[config.mk]
export PLATFORM = sky130hd
export DESIGN_NAME = calculator_controller
export DESIGN_NICKNAME = d
export VERILOG_FILES = /design/src/rtl/calc_pkg.sv /design/src/rtl/calc_seq_alu.sv /design/src/rtl/calculator_controller.sv
export SDC_FILE = /design/constraint.sdc
export NUM_CORES = 1
export LEC_CHECK = 0
export CAP_MARGIN = 25
export CORE_MARGIN = 2
export CORE_UTILIZATION = 65
export DETAILED_ROUTE_END_ITERATION = 6
export PLACE_DENSITY = 0.94
export SLEW_MARGIN = 20
export SYNTH_ARGS = -nofsm -noshare
export SYNTH_HDL_FRONTEND = slang
export SYNTH_SLANG_ARGS = --single-unit
[constraint.sdc]
create_clock -name Clk -period 13.4 [get_ports Clk]
set_clock_uncertainty 0.1 [all_clocks]
set_input_delay 2.68 -clock Clk [delete_from_list [all_inputs] [get_ports Clk]]
set_output_delay 2.68 -clock Clk [all_outputs]
set_load 0.005 [all_outputs]
[src/rtl/calc_pkg.sv]
// Shared definitions for the keypad calculator: keycodes, operation and state
// encodings, datapath widths and the keycode-to-operation decode.
package calc_pkg;

  localparam int VAL_W     = 10;
  localparam int PROD_W    = 20;
  localparam int MAX_VALUE = 999;

  localparam logic [3:0] KEY_ADD = 4'hA;
  localparam logic [3:0] KEY_SUB = 4'hB;
  localparam logic [3:0] KEY_MUL = 4'hC;
  localparam logic [3:0] KEY_DIV = 4'hD;
  localparam logic [3:0] KEY_EQ  = 4'hE;
  localparam logic [3:0] KEY_CLR = 4'hF;

  typedef enum logic [1:0] {
    OP_ADD = 2'd0,
    OP_SUB = 2'd1,
    OP_MUL = 2'd2,
    OP_DIV = 2'd3
  } op_t;

  typedef enum logic [2:0] {
    S_ENTER_A = 3'd0,
    S_ENTER_B = 3'd1,
    S_CALC    = 3'd2,
    S_RESULT  = 3'd3,
    S_ERROR   = 3'd4
  } state_t;

  function automatic op_t key_to_op(input logic [3:0] key);
    case (key)
      KEY_SUB: return OP_SUB;
      KEY_MUL: return OP_MUL;
      KEY_DIV: return OP_DIV;
      default: return OP_ADD;
    endcase
  endfunction

  function automatic logic [VAL_W-1:0] append_digit(input logic [VAL_W-1:0] value,
                                                    input logic [3:0] digit);
    logic [13:0] t;
    t = {4'b0, value} * 14'd10 + {10'b0, digit};
    return VAL_W'(t);
  endfunction

endpackage

[src/rtl/calc_seq_alu.sv]
// Iterative multiply/divide unit: one setup edge on start, then ten steps.
// done and result are presented combinationally during the final step.
module calc_seq_alu
  import calc_pkg::*;
(
  input  logic              Clk,
  input  logic              reset,
  input  logic              start,
  input  logic              abort,
  input  op_t               op,
  input  logic [VAL_W-1:0]  a,
  input  logic [VAL_W-1:0]  b,
  output logic              done,
  output logic [PROD_W-1:0] result,
  output logic              div_zero
);

  localparam logic [3:0] LAST_STEP = 4'(VAL_W - 1);

  logic              active;
  logic              is_div;
  logic [3:0]        step;
  logic [PROD_W-1:0] prod;
  logic [PROD_W-1:0] mcand;
  logic [VAL_W-1:0]  mplier;
  logic [VAL_W-1:0]  rem;
  logic [VAL_W-1:0]  quo;
  logic [VAL_W-1:0]  dvsr;

  logic [PROD_W-1:0] prod_n;
  logic [VAL_W:0]    shifted;
  logic [VAL_W:0]    diff;
  logic              fits;
  logic [VAL_W-1:0]  rem_n;
  logic [VAL_W-1:0]  quo_n;

  // One shift-add step and one restoring-division step, both always computed.
  always_comb begin
    prod_n  = prod + (mplier[0] ? mcand : '0);
    shifted = {rem, quo[VAL_W-1]};
    diff    = shifted - {1'b0, dvsr};
    fits    = (shifted >= {1'b0, dvsr});
    rem_n   = fits ? VAL_W'(diff) : VAL_W'(shifted);
    quo_n   = {quo[VAL_W-2:0], fits};
  end

  assign done   = active && (step == LAST_STEP);
  assign result = is_div ? {{(PROD_W-VAL_W){1'b0}}, quo_n} : prod_n;

  always_ff @(posedge Clk or negedge reset) begin
    if (!reset) begin
      active   <= 1'b0;
      is_div   <= 1'b0;
      step     <= '0;
      prod     <= '0;
      mcand    <= '0;
      mplier   <= '0;
      rem      <= '0;
      quo      <= '0;
      dvsr     <= '0;
      div_zero <= 1'b0;
    end else if (abort) begin
      active   <= 1'b0;
      div_zero <= 1'b0;
    end else if (start) begin
      // A zero divisor is flagged right away and never starts iterating.
      div_zero <= (op == OP_DIV) && (b == '0);
      active   <= !((op == OP_DIV) && (b == '0));
      is_div   <= (op == OP_DIV);
      step     <= '0;
      prod     <= '0;
      mcand    <= {{(PROD_W-VAL_W){1'b0}}, a};
      mplier   <= b;
      rem      <= '0;
      quo      <= a;
      dvsr     <= b;
    end else begin
      div_zero <= 1'b0;
      if (active) begin
        prod   <= prod_n;
        mcand  <= mcand << 1;
        mplier <= mplier >> 1;
        rem    <= rem_n;
        quo    <= quo_n;
        step   <= step + 4'd1;
        if (step == LAST_STEP) active <= 1'b0;
      end
    end
  end

endmodule

[src/rtl/calculator_controller.sv]
// Keypad calculator sequencer: builds two decimal operands from key events,
// runs the selected operation and drives the registered display value and flags.
module calculator_controller #(
  parameter int MAX_VALUE = calc_pkg::MAX_VALUE,
  parameter int DIGITS    = 3
) (
  input  logic       Clk,
  input  logic       reset,
  input  logic [3:0] keycode,
  input  logic       key_pressed,
  output logic [9:0] display_value,
  output logic       negative,
  output logic       error,
  output logic       busy,
  output logic [2:0] state_out
);

  import calc_pkg::*;

  localparam int CNT_W = $clog2(DIGITS + 1);
  localparam logic [CNT_W-1:0]  MAX_DIGITS = CNT_W'(DIGITS);
  localparam logic [PROD_W-1:0] MAX_W      = PROD_W'(MAX_VALUE);

  state_t           state, state_n;
  op_t              op, op_n;
  logic [VAL_W-1:0] a, a_n, b, b_n, res, res_n, disp_n;
  logic [CNT_W-1:0] cnt, cnt_n;
  logic             neg_n, err_n;
  logic             kp_q;

  logic              ev;
  logic              is_digit;
  logic              is_op;
  logic [VAL_W:0]    sum;
  logic              alu_start;
  logic              alu_abort;
  logic              alu_done;
  logic              alu_div_zero;
  logic [PROD_W-1:0] alu_result;

  assign ev       = key_pressed & ~kp_q;
  assign is_digit = (keycode <= 4'd9);
  assign is_op    = (keycode >= KEY_ADD) && (keycode <= KEY_DIV);
  assign sum      = {1'b0, a} + {1'b0, b};
  assign busy      = (state == S_CALC);
  assign state_out = state;

  calc_seq_alu u_alu (
    .Clk      (Clk),
    .reset    (reset),
    .start    (alu_start),
    .abort    (alu_abort),
    .op       (op),
    .a        (a),
    .b        (b),
    .done     (alu_done),
    .result   (alu_result),
    .div_zero (alu_div_zero)
  );

  always_ff @(posedge Clk or negedge reset) begin
    if (!reset) begin
      state         <= S_ENTER_A;
      op            <= OP_ADD;
      a             <= '0;
      b             <= '0;
      res           <= '0;
      cnt           <= '0;
      negative      <= 1'b0;
      error         <= 1'b0;
      display_value <= '0;
      kp_q          <= 1'b0;
    end else begin
      state         <= state_n;
      op            <= op_n;
      a             <= a_n;
      b             <= b_n;
      res           <= res_n;
      cnt           <= cnt_n;
      negative      <= neg_n;
      error         <= err_n;
      display_value <= disp_n;
      kp_q          <= key_pressed;
    end
  end

  always_comb begin
    state_n   = state;
    op_n      = op;
    a_n       = a;
    b_n       = b;
    res_n     = res;
    cnt_n     = cnt;
    neg_n     = negative;
    err_n     = error;
    alu_start = 1'b0;
    alu_abort = 1'b0;
    disp_n    = '0;

    if (ev && keycode == KEY_CLR) begin
      state_n   = S_ENTER_A;
      op_n      = OP_ADD;
      a_n       = '0;
      b_n       = '0;
      res_n     = '0;
      cnt_n     = '0;
      neg_n     = 1'b0;
      err_n     = 1'b0;
      alu_abort = 1'b1;
    end else begin
      case (state)
        S_ENTER_A: begin
          if (ev && is_digit) begin
            if (cnt < MAX_DIGITS) begin
              a_n   = append_digit(a, keycode);
              cnt_n = cnt + CNT_W'(1);
            end
          end else if (ev && is_op) begin
            op_n    = key_to_op(keycode);
            b_n     = '0;
            cnt_n   = '0;
            state_n = S_ENTER_B;
          end else if (ev && keycode == KEY_EQ) begin
            res_n   = a;
            neg_n   = 1'b0;
            state_n = S_RESULT;
          end
        end
        S_ENTER_B: begin
          if (ev && is_digit) begin
            if (cnt < MAX_DIGITS) begin
              b_n   = append_digit(b, keycode);
              cnt_n = cnt + CNT_W'(1);
            end
          end else if (ev && is_op) begin
            op_n = key_to_op(keycode);
          end else if (ev && keycode == KEY_EQ) begin
            alu_start = (op == OP_MUL) || (op == OP_DIV);
            state_n   = S_CALC;
          end
        end
        S_CALC: begin
          case (op)
            OP_ADD: begin
              if ({{(PROD_W-VAL_W-1){1'b0}}, sum} > MAX_W) begin
                state_n = S_ERROR;
                err_n   = 1'b1;
                res_n   = '0;
              end else begin
                res_n   = sum[VAL_W-1:0];
                neg_n   = 1'b0;
                state_n = S_RESULT;
              end
            end
            OP_SUB: begin
              res_n   = (b > a) ? (b - a) : (a - b);
              neg_n   = (b > a);
              state_n = S_RESULT;
            end
            default: begin
              if (alu_div_zero) begin
                state_n = S_ERROR;
                err_n   = 1'b1;
                res_n   = '0;
              end else if (alu_done) begin
                if (alu_result > MAX_W) begin
                  state_n = S_ERROR;
                  err_n   = 1'b1;
                  res_n   = '0;
                end else begin
                  res_n   = alu_result[VAL_W-1:0];
                  neg_n   = 1'b0;
                  state_n = S_RESULT;
                end
              end
            end
          endcase
        end
        S_RESULT: begin
          if (ev && is_digit) begin
            a_n     = {{(VAL_W-4){1'b0}}, keycode};
            b_n     = '0;
            cnt_n   = CNT_W'(1);
            neg_n   = 1'b0;
            state_n = S_ENTER_A;
          end else if (ev && is_op && !negative) begin
            // Chain: a non-negative result becomes the next left operand.
            a_n     = res;
            op_n    = key_to_op(keycode);
            b_n     = '0;
            cnt_n   = '0;
            state_n = S_ENTER_B;
          end
        end
        S_ERROR: begin
        end
        default: state_n = S_ENTER_A;
      endcase
    end

    case (state_n)
      S_ENTER_A: disp_n = a_n;
      S_ENTER_B: disp_n = b_n;
      S_CALC:    disp_n = b_n;
      S_RESULT:  disp_n = res_n;
      default:   disp_n = '0;
    endcase
  end

endmodule

Word-level counts from Yosys, hierarchy flattened
Cells that the tools add are included.
{"block": "word_totals", "regBits": 137, "latch_bits": 0, "ramBits": 0, "rom_bits": 0, "inputBits": 7, "out_inout_bits": 16, "elab_cells": 206, "memories": 0}
{"block": "op_classes", "n_addsub": 9, "multipliers": 2, "div_mod_pow": 0, "magnitude_cmp": 8, "eq_ne": 33, "shift": 0, "n_mux": 101, "bitwise_logic": 3, "reduce_logical": 30}
{"cell": "$mux 10", "count": 28}
{"cell": "$mux 20", "count": 6}
{"cell": "$pmux 10 s2", "count": 3}
{"cell": "$pmux 10 s3", "count": 2}
{"cell": "$mux 3", "count": 13}
{"cell": "$sub 10x10->10", "count": 3}
{"cell": "$mux 1", "count": 27}
{"cell": "$ne 3x3->1 const B", "count": 9}
{"cell": "$eq 4x4->1 const B", "count": 6}
{"cell": "$mux 2", "count": 12}
{"cell": "$add 10x4->10", "count": 2}
{"cell": "$add 20x20->20", "count": 1}
{"cell": "$gt 20x10->1 const B", "count": 1}
{"cell": "$mul 10x3->9 const B", "count": 2}
{"cell": "$reduce_bool 4->1", "count": 4}
{"cell": "$pmux 3 s5", "count": 1}
{"cell": "$eq 3x2->1 const B", "count": 4}
{"cell": "$ne 4x4->1 const B", "count": 3}
{"cell": "$pmux 2 s3", "count": 2}
{"cell": "$add 10x10->11", "count": 1}
{"cell": "$ge 11x10->1", "count": 1}
{"cell": "$gt 11x10->1 const B", "count": 1}
{"cell": "$gt 10x10->1", "count": 1}
{"cell": "$logic_not 10->1", "count": 1}
{"cell": "other kinds (33)", "count": 52}

Logic depth before layout (Yosys ltp)
{"block": "depth", "depth_word": 13, "ltp_mapped": 17}

Hierarchy
A second synthesis with hierarchy kept.
{"block": "hier_totals", "hier_cells": 1232, "hier_area_um2": 10790.3}
{"module": "calculator_controller", "n_inst": 1, "cells_each": 656, "area_each_um2": 5466.5}
{"module": "calc_seq_alu", "n_inst": 1, "cells_each": 576, "area_each_um2": 5323.9}

Least setup slack after synthesis
No wires, ideal clock.
{"block": "synth_timing", "path_type": "input-to-reg", "from": "input port keycode[3]", "to": "register display_value[4]", "setup_time_ns": 0.126, "t_arrival_ns": 5.111, "t_required_ns": 13.174, "slack_ns": 8.063, "cell_stages": 10, "path_cell_list": "clkbuf_1 > nand3_1 > nor3_1 > o21ai_0 > a32oi_1 > a31o_2 > a21oi_1 > a21o_2 > nor3b_1 > a221o_2"}
{"block": "synth_between", "elab_chain_cells": 11}
{"element": "from (decl)", "line_no": "calculator_controller.sv:9", "source": "input logic [3:0] keycode,"}
{"element": "$ge 4x4->1 or $le 4x4->1 (tied branches)", "line_no": "calculator_controller.sv:43", "source": "assign is_op = (keycode >= KEY_ADD) && (keycode <= KEY_DIV);"}
{"element": "$logic_and 1x1->1", "line_no": "calculator_controller.sv:43"}
{"element": "$logic_and 1x1->1", "line_no": "calculator_controller.sv:118, calculator_controller.sv:135, calculator_controller.sv:186"}
{"element": "$logic_and 1x1->1", "line_no": "calculator_controller.sv:186", "source": "end else if (ev && is_op && !negative) begin"}
{"element": "$mux 3", "line_no": "calculator_controller.sv:186"}
{"element": "$mux 3", "line_no": "calculator_controller.sv:180", "source": "if (ev && is_digit) begin"}
{"element": "$pmux 3 s5", "line_no": "calculator_controller.sv:111", "source": "case (state)"}
{"element": "$mux 3", "line_no": "calculator_controller.sv:100", "source": "if (ev && keycode == KEY_CLR) begin"}
{"element": "$eq 3x2->1 or $eq 3x1->1 (tied branches)", "line_no": "calculator_controller.sv:201", "source": "case (state_n)"}
{"element": "$reduce_or 2->1 (no source line)"}
{"element": "$pmux 10 s3 (*)", "line_no": "calculator_controller.sv:201"}
{"element": "via disp_n[4]", "line_no": "calculator_controller.sv:26", "source": "logic [VAL_W-1:0] a, a_n, b, b_n, res, res_n, disp_n;"}
{"element": "to (signal assigned)", "line_no": "calculator_controller.sv:82", "source": "display_value <= disp_n;"}
{"element": "to (decl)", "line_no": "calculator_controller.sv:11", "source": "output logic [9:0] display_value,"}
Mark *: on every way through the listed nets, which the timed path passes. The rest lies on a longest branch.
A chain may end at the register's enable or synchronous reset.

Final worst setup path
{"block": "layout_timing", "from": "input port keycode[2]", "to": "register display_value[9]"}
The elaborated chain is that of the path after synthesis.

==> flow_summary.rst <==
.. list-table::
   :header-rows: 1

   * - Metric
     - Value
   * - Router iterations before antenna repair
     - 7
   * - Number of instances in the synthesized netlist
     - 1311
   * - Vias/cell
     - 6.83
   * - Top achievable clock speed
     - 0.175 GHz
   * - Util after Layout
     - 71.8%
   * - Chip height
     - 135 um
   * - Number of max-slew violations in the final report
     - 0
   * - Area of the core
     - 16600 um2
   * - Leading area contributor after synthesis
     - sky130_fd_sc_hd__dfrtp_1
   * - First-pass GRT wire length
     - 51.3 mm
   * - Max Root-Sink Buffers
     - 2
   * - Startpoint type of the worst setup path
     - input port
   * - Number of distinct library cells after synthesis
     - 104
   * - Final Routed Wirelength
     - 32.0 mm
   * - Number of failing setup endpoints in the final timing report
     - 0
   * - Number of gates given a new drive strength after cts
     - 0
   * - Slowest cell on crit path
     - sky130_fd_sc_hd__clkdlybuf4s50_1
   * - Combined area of the multi-input logic cells
     - 7080 um2
   * - Nature of the critical path endpoint
     - flip-flop
   * - Setup fix buffers added after clock tree synthesis
     - 0
   * - Die boundary width
     - 135 um
   * - Mean post-synth cell area
     - 8.46 um2
   * - Run status
     - finished, violations left
   * - Violated checks
     - design-rule violations
   * - Layout Nets
     - 1394
   * - Proportion of netlist area held by the largest area contributor
     - between 30% and 40%
   * - Number of violations reported at the end of detailed-routing iteration 0
     - 1337
   * - Antenna violations before repair
     - 0
   * - Initial core utilization
     - 66.6%
   * - Net Count, Synth
     - 1415
   * - Async S/R FF share, synth
     - 100%
   * - Post-synth top flop
     - sky130_fd_sc_hd__dfrtp_1
   * - Standby leakage power
     - 0.00548 uW
   * - DR WL/cell
     - between 20 and 25 um
   * - Shortest period the worst path allows
     - 5.72 ns
   * - Post-Syn Area
     - 11100 um2
   * - Maximum single-stage delay on the critical path
     - between 0.7 and 0.8 ns
   * - Hold violation total from the final report
     - 0
   * - Number of global-route vias before repair
     - 9745
   * - Total routing resource utilization after global routing
     - 36.0%
   * - Worst relative slew slack
     - approximately 40%
   * - Area of the die
     - roughly 18000 um2
   * - Synth warnings
     - 0
   * - Register area share after synthesis
     - 30.9%
   * - Remaining Overflow, GRT
     - 0
   * - Largest fanout of any net on the critical path
     - 10
   * - Remaining number of nets flagged by the antenna check after routing
     - 0
   * - Antenna diode count
     - 0
   * - Critical Path, Cell by Cell
     - clkdlybuf4s50_1 -> xor2_1 -> nand3_1 -> nor2_1 -> or2_2 -> o31a_1 -> nand2_1 -> o21ai_1 -> mux2_4 -> a221o_1
   * - H-tree levels
     - 4
   * - Worst hold path class
     - flip-flop to flip-flop
   * - Clock Pin Slew Worst Setup and Hold Paths
     - roughly 0.07 ns
   * - Post-route setup TNS
     - 0 ns
   * - Total DRC errors in the routed layout
     - 1
   * - Clock buffers created by TritonCTS
     - 17
   * - Maximum number of pins on one net before global-route repair
     - 80
   * - Pwr Density
     - 221 nW/um2
   * - Port bufs
     - 22
   * - Clock Sinks
     - 137
   * - Synth area leaders
     - sky130_fd_sc_hd__dfrtp_1 (31%), sky130_fd_sc_hd__ha_1 (9.9%), sky130_fd_sc_hd__nand2_1 (5.7%), sky130_fd_sc_hd__a21oi_1 (4.4%), sky130_fd_sc_hd__nor2_1 (3.9%)
   * - Clock tree root driver cell
     - sky130_fd_sc_hd__clkbuf_16
   * - Category of the critical setup timing path
     - input port to flip-flop
   * - Maximum vdd drop
     - ~0.18 mV
   * - Flip-flop and latch count after synthesis
     - 137
   * - Hold Buf Count CTS
     - 0
   * - Area growth, synth to finish
     - 7.72%
   * - TritonCTS clock tree
     - done
   * - Share of final-layout standard cells stronger than drive strength 1
     - 7.44%
   * - Data arrival time of the critical path
     - between 5 and 6 ns
   * - Data required time of the worst path
     - 13.61 ns
   * - Filler Cell Count
     - 1211
   * - Total of max-cap violations
     - 0
   * - Area used by sequential logic in the layout
     - 3430 um2
   * - Slew at the pin with the worst max-slew slack
     - between 0.8 and 0.9 ns
   * - EDFF count, synth
     - 0
   * - Post-detailed-placement half-perimeter wirelength
     - 22.2 mm
   * - Detailed-route via count
     - roughly 10000
   * - Total I/O pin count
     - 23
   * - Latest clock arrival within the worst-skew pair
     - 0.43 ns
   * - Number of standard-cell rows in the floorplan
     - 47
   * - Setup repair after global routing missed its margin
     - no
   * - Placer's final routability congestion estimate
     - between 1 and 1.5
   * - Tcrit/Tclk final
     - 42.7%
[routing by layer]
| layer | global-route usage [%] | vias up | part of all wire, % |
|---|---|---|---|
| met5 | 0 | - | 0 |
| met4 | 16.7 | 0 | 4.6 |
| met3 | 5.59 | 137 | 9.1 |
| met2 | 57.8 | 644 | 46 |
| met1 | 48.2 | 4965 | 40 |
| li1 | - | 4662 | - |
[cells in the final DEF (no fill, tap or decap), types with 17 or more instances in the layout]
master | netlist | layout
sky130_fd_sc_hd__a21o_1 | 26 | 26
sky130_fd_sc_hd__nor3_1 | 26 | 26
sky130_fd_sc_hd__a21oi_1 | 98 | 98
sky130_fd_sc_hd__xnor2_1 | 40 | 40
sky130_fd_sc_hd__nor2_1 | 115 | 114
sky130_fd_sc_hd__mux2i_1 | 37 | 37
sky130_fd_sc_hd__inv_1 | 62 | 62
sky130_fd_sc_hd__a211oi_1 | 18 | 18
sky130_fd_sc_hd__clkdlybuf4s50_1 | 0 | 21
sky130_fd_sc_hd__a31oi_1 | 25 | 25
sky130_fd_sc_hd__clkbuf_16 | 0 | 17
sky130_fd_sc_hd__dfrtp_1 | 137 | 137
sky130_fd_sc_hd__nand2_1 | 168 | 167
sky130_fd_sc_hd__o21ai_0 | 71 | 71
sky130_fd_sc_hd__nand3_1 | 19 | 19
sky130_fd_sc_hd__ha_1 | 88 | 88
sky130_fd_sc_hd__and2_1 | 26 | 25
sky130_fd_sc_hd__xor2_1 | 26 | 26
[stage by stage]
step	area, um2	worst slack, ns	power (uW)	std cells	hold slack (ns)
2_1_floorplan	11100	8.06	1660	1311	0.345
3_3_place_gp	11300	7.44	2020	1491	0.366
3_5_place_dp	11300	7.31	2060	1491	0.373
4_1_cts	11900	7.74	2590	1523	0.403
5_1_grt	11900	7.47	2780	1523	0.434
6_report	11900	7.68	2640	1523	0.397
[state kept, by name, summed over array words and instances (netlist names)]
register / flops
u_alu.mcand: 20
u_alu.prod: 20
a: 10
b: 10
display_value: 10
res: 10
u_alu.dvsr: 10
u_alu.mplier: 10
u_alu.quo: 10
u_alu.rem: 10
u_alu.step: 4
state_out: 3
cnt: 2
op: 2
error: 1
kp_q: 1
negative: 1
u_alu.active: 1
u_alu.div_zero: 1
u_alu.is_div: 1
[cell families (layout without fill, tap and decap cells)]
logic type / count (synthesis) / count (layout) / share of synthesized area (%)
AOI/OAI and AO/OA: 382 / 382 / 23.5
xor gates and xnor gates: 67 / 67 / 5.43
adders and majority gates: 97 / 97 / 11.6
buffers and inverters: 134 / 126 / 5.32
DFF: 137 / 137 / 30.9
muxes: 42 / 42 / 3.91
and+or+nand+nor: 452 / 452 / 19.4
[critical path: cells and delay by family]
| kind | cells | cell delay [ns] |
|---|---|---|
| AO/OA/AOI/OAI | 3 | 0.88 |
| XOR/XNOR | 1 | 0.22 |
| AND/OR/NAND/NOR | 4 | 1.01 |
| multiplexers | 1 | 0.39 |
| buffers and inverters | 1 | 0.73 |
[where the power goes]
group	internal [uW]	switching, uW
combinational	604	833
clock	302	213
sequential	503	189
total	1410	1230
[cell usage after synthesis, types with 5 or more instances]
library cell               instances
sky130_fd_sc_hd__nor4_1            7
sky130_fd_sc_hd__xnor2_1          40
sky130_fd_sc_hd__nor4b_1           5
sky130_fd_sc_hd__o22ai_1           6
sky130_fd_sc_hd__fa_1              9
sky130_fd_sc_hd__nand4_1          10
sky130_fd_sc_hd__nor2_1          115
sky130_fd_sc_hd__a211o_1           6
sky130_fd_sc_hd__xor2_1           26
sky130_fd_sc_hd__or3_1             7
sky130_fd_sc_hd__and3_1            9
sky130_fd_sc_hd__o211ai_1         14
sky130_fd_sc_hd__a221oi_1          6
sky130_fd_sc_hd__inv_1            62
sky130_fd_sc_hd__a211oi_1         18
sky130_fd_sc_hd__a31oi_1          25
sky130_fd_sc_hd__buf_2             5
sky130_fd_sc_hd__a32oi_1           5
sky130_fd_sc_hd__or2_2             6
sky130_fd_sc_hd__o21a_1            8
sky130_fd_sc_hd__nor3_1           26
sky130_fd_sc_hd__o21bai_1          5
sky130_fd_sc_hd__nor2b_1          12
sky130_fd_sc_hd__dfrtp_1         137
sky130_fd_sc_hd__nand3_1          19
sky130_fd_sc_hd__clkbuf_1         56
sky130_fd_sc_hd__o31ai_1           6
sky130_fd_sc_hd__mux2i_1          37
sky130_fd_sc_hd__a21o_1           26
sky130_fd_sc_hd__a22oi_1          11
sky130_fd_sc_hd__nand2_1         168
sky130_fd_sc_hd__and2_1           26
sky130_fd_sc_hd__o221ai_1          5
sky130_fd_sc_hd__ha_1             88
sky130_fd_sc_hd__o21ai_0          71
sky130_fd_sc_hd__a21oi_1          98
sky130_fd_sc_hd__nand2b_1         13
sky130_fd_sc_hd__a221o_1           8
[final cells by class]
cell class | instances | area share [%]
clock inverter | 15 | 1.74
timing repair buffer | 32 | 2.48
sequential | 137 | 28.7
tap | 220 | 2.31
clock buffer | 17 | 3.56
inverter | 62 | 1.95
multi-input combinational | 1040 | 59.3
[final timing paths]
| kind | depth (start not counted) | to | slack, ns | from |
|---|---|---|---|---|
| max in group asynchronous | 2 | b[9]$_DFF_PN0_ | 9.69 | reset |
| worst max register to register | 15 | display_value[9]$_DFF_PN0_ | 8.02 | u_alu.mplier[0]$_DFFE_PN0P_ |
| min in group asynchronous | 1 | u_alu.prod[15]$_DFFE_PN0P_ | 2.17 | reset |
| worst min-delay path | 2 | error$_DFFE_PN0P_ | 0.40 | error$_DFFE_PN0P_ |
| worst max-delay path | 10 | display_value[9]$_DFF_PN0_ | 7.68 | keycode[2] |
| worst min register to register | 2 | error$_DFFE_PN0P_ | 0.40 | error$_DFFE_PN0P_ |
Note: power is estimated with default switching activity, not from simulation.
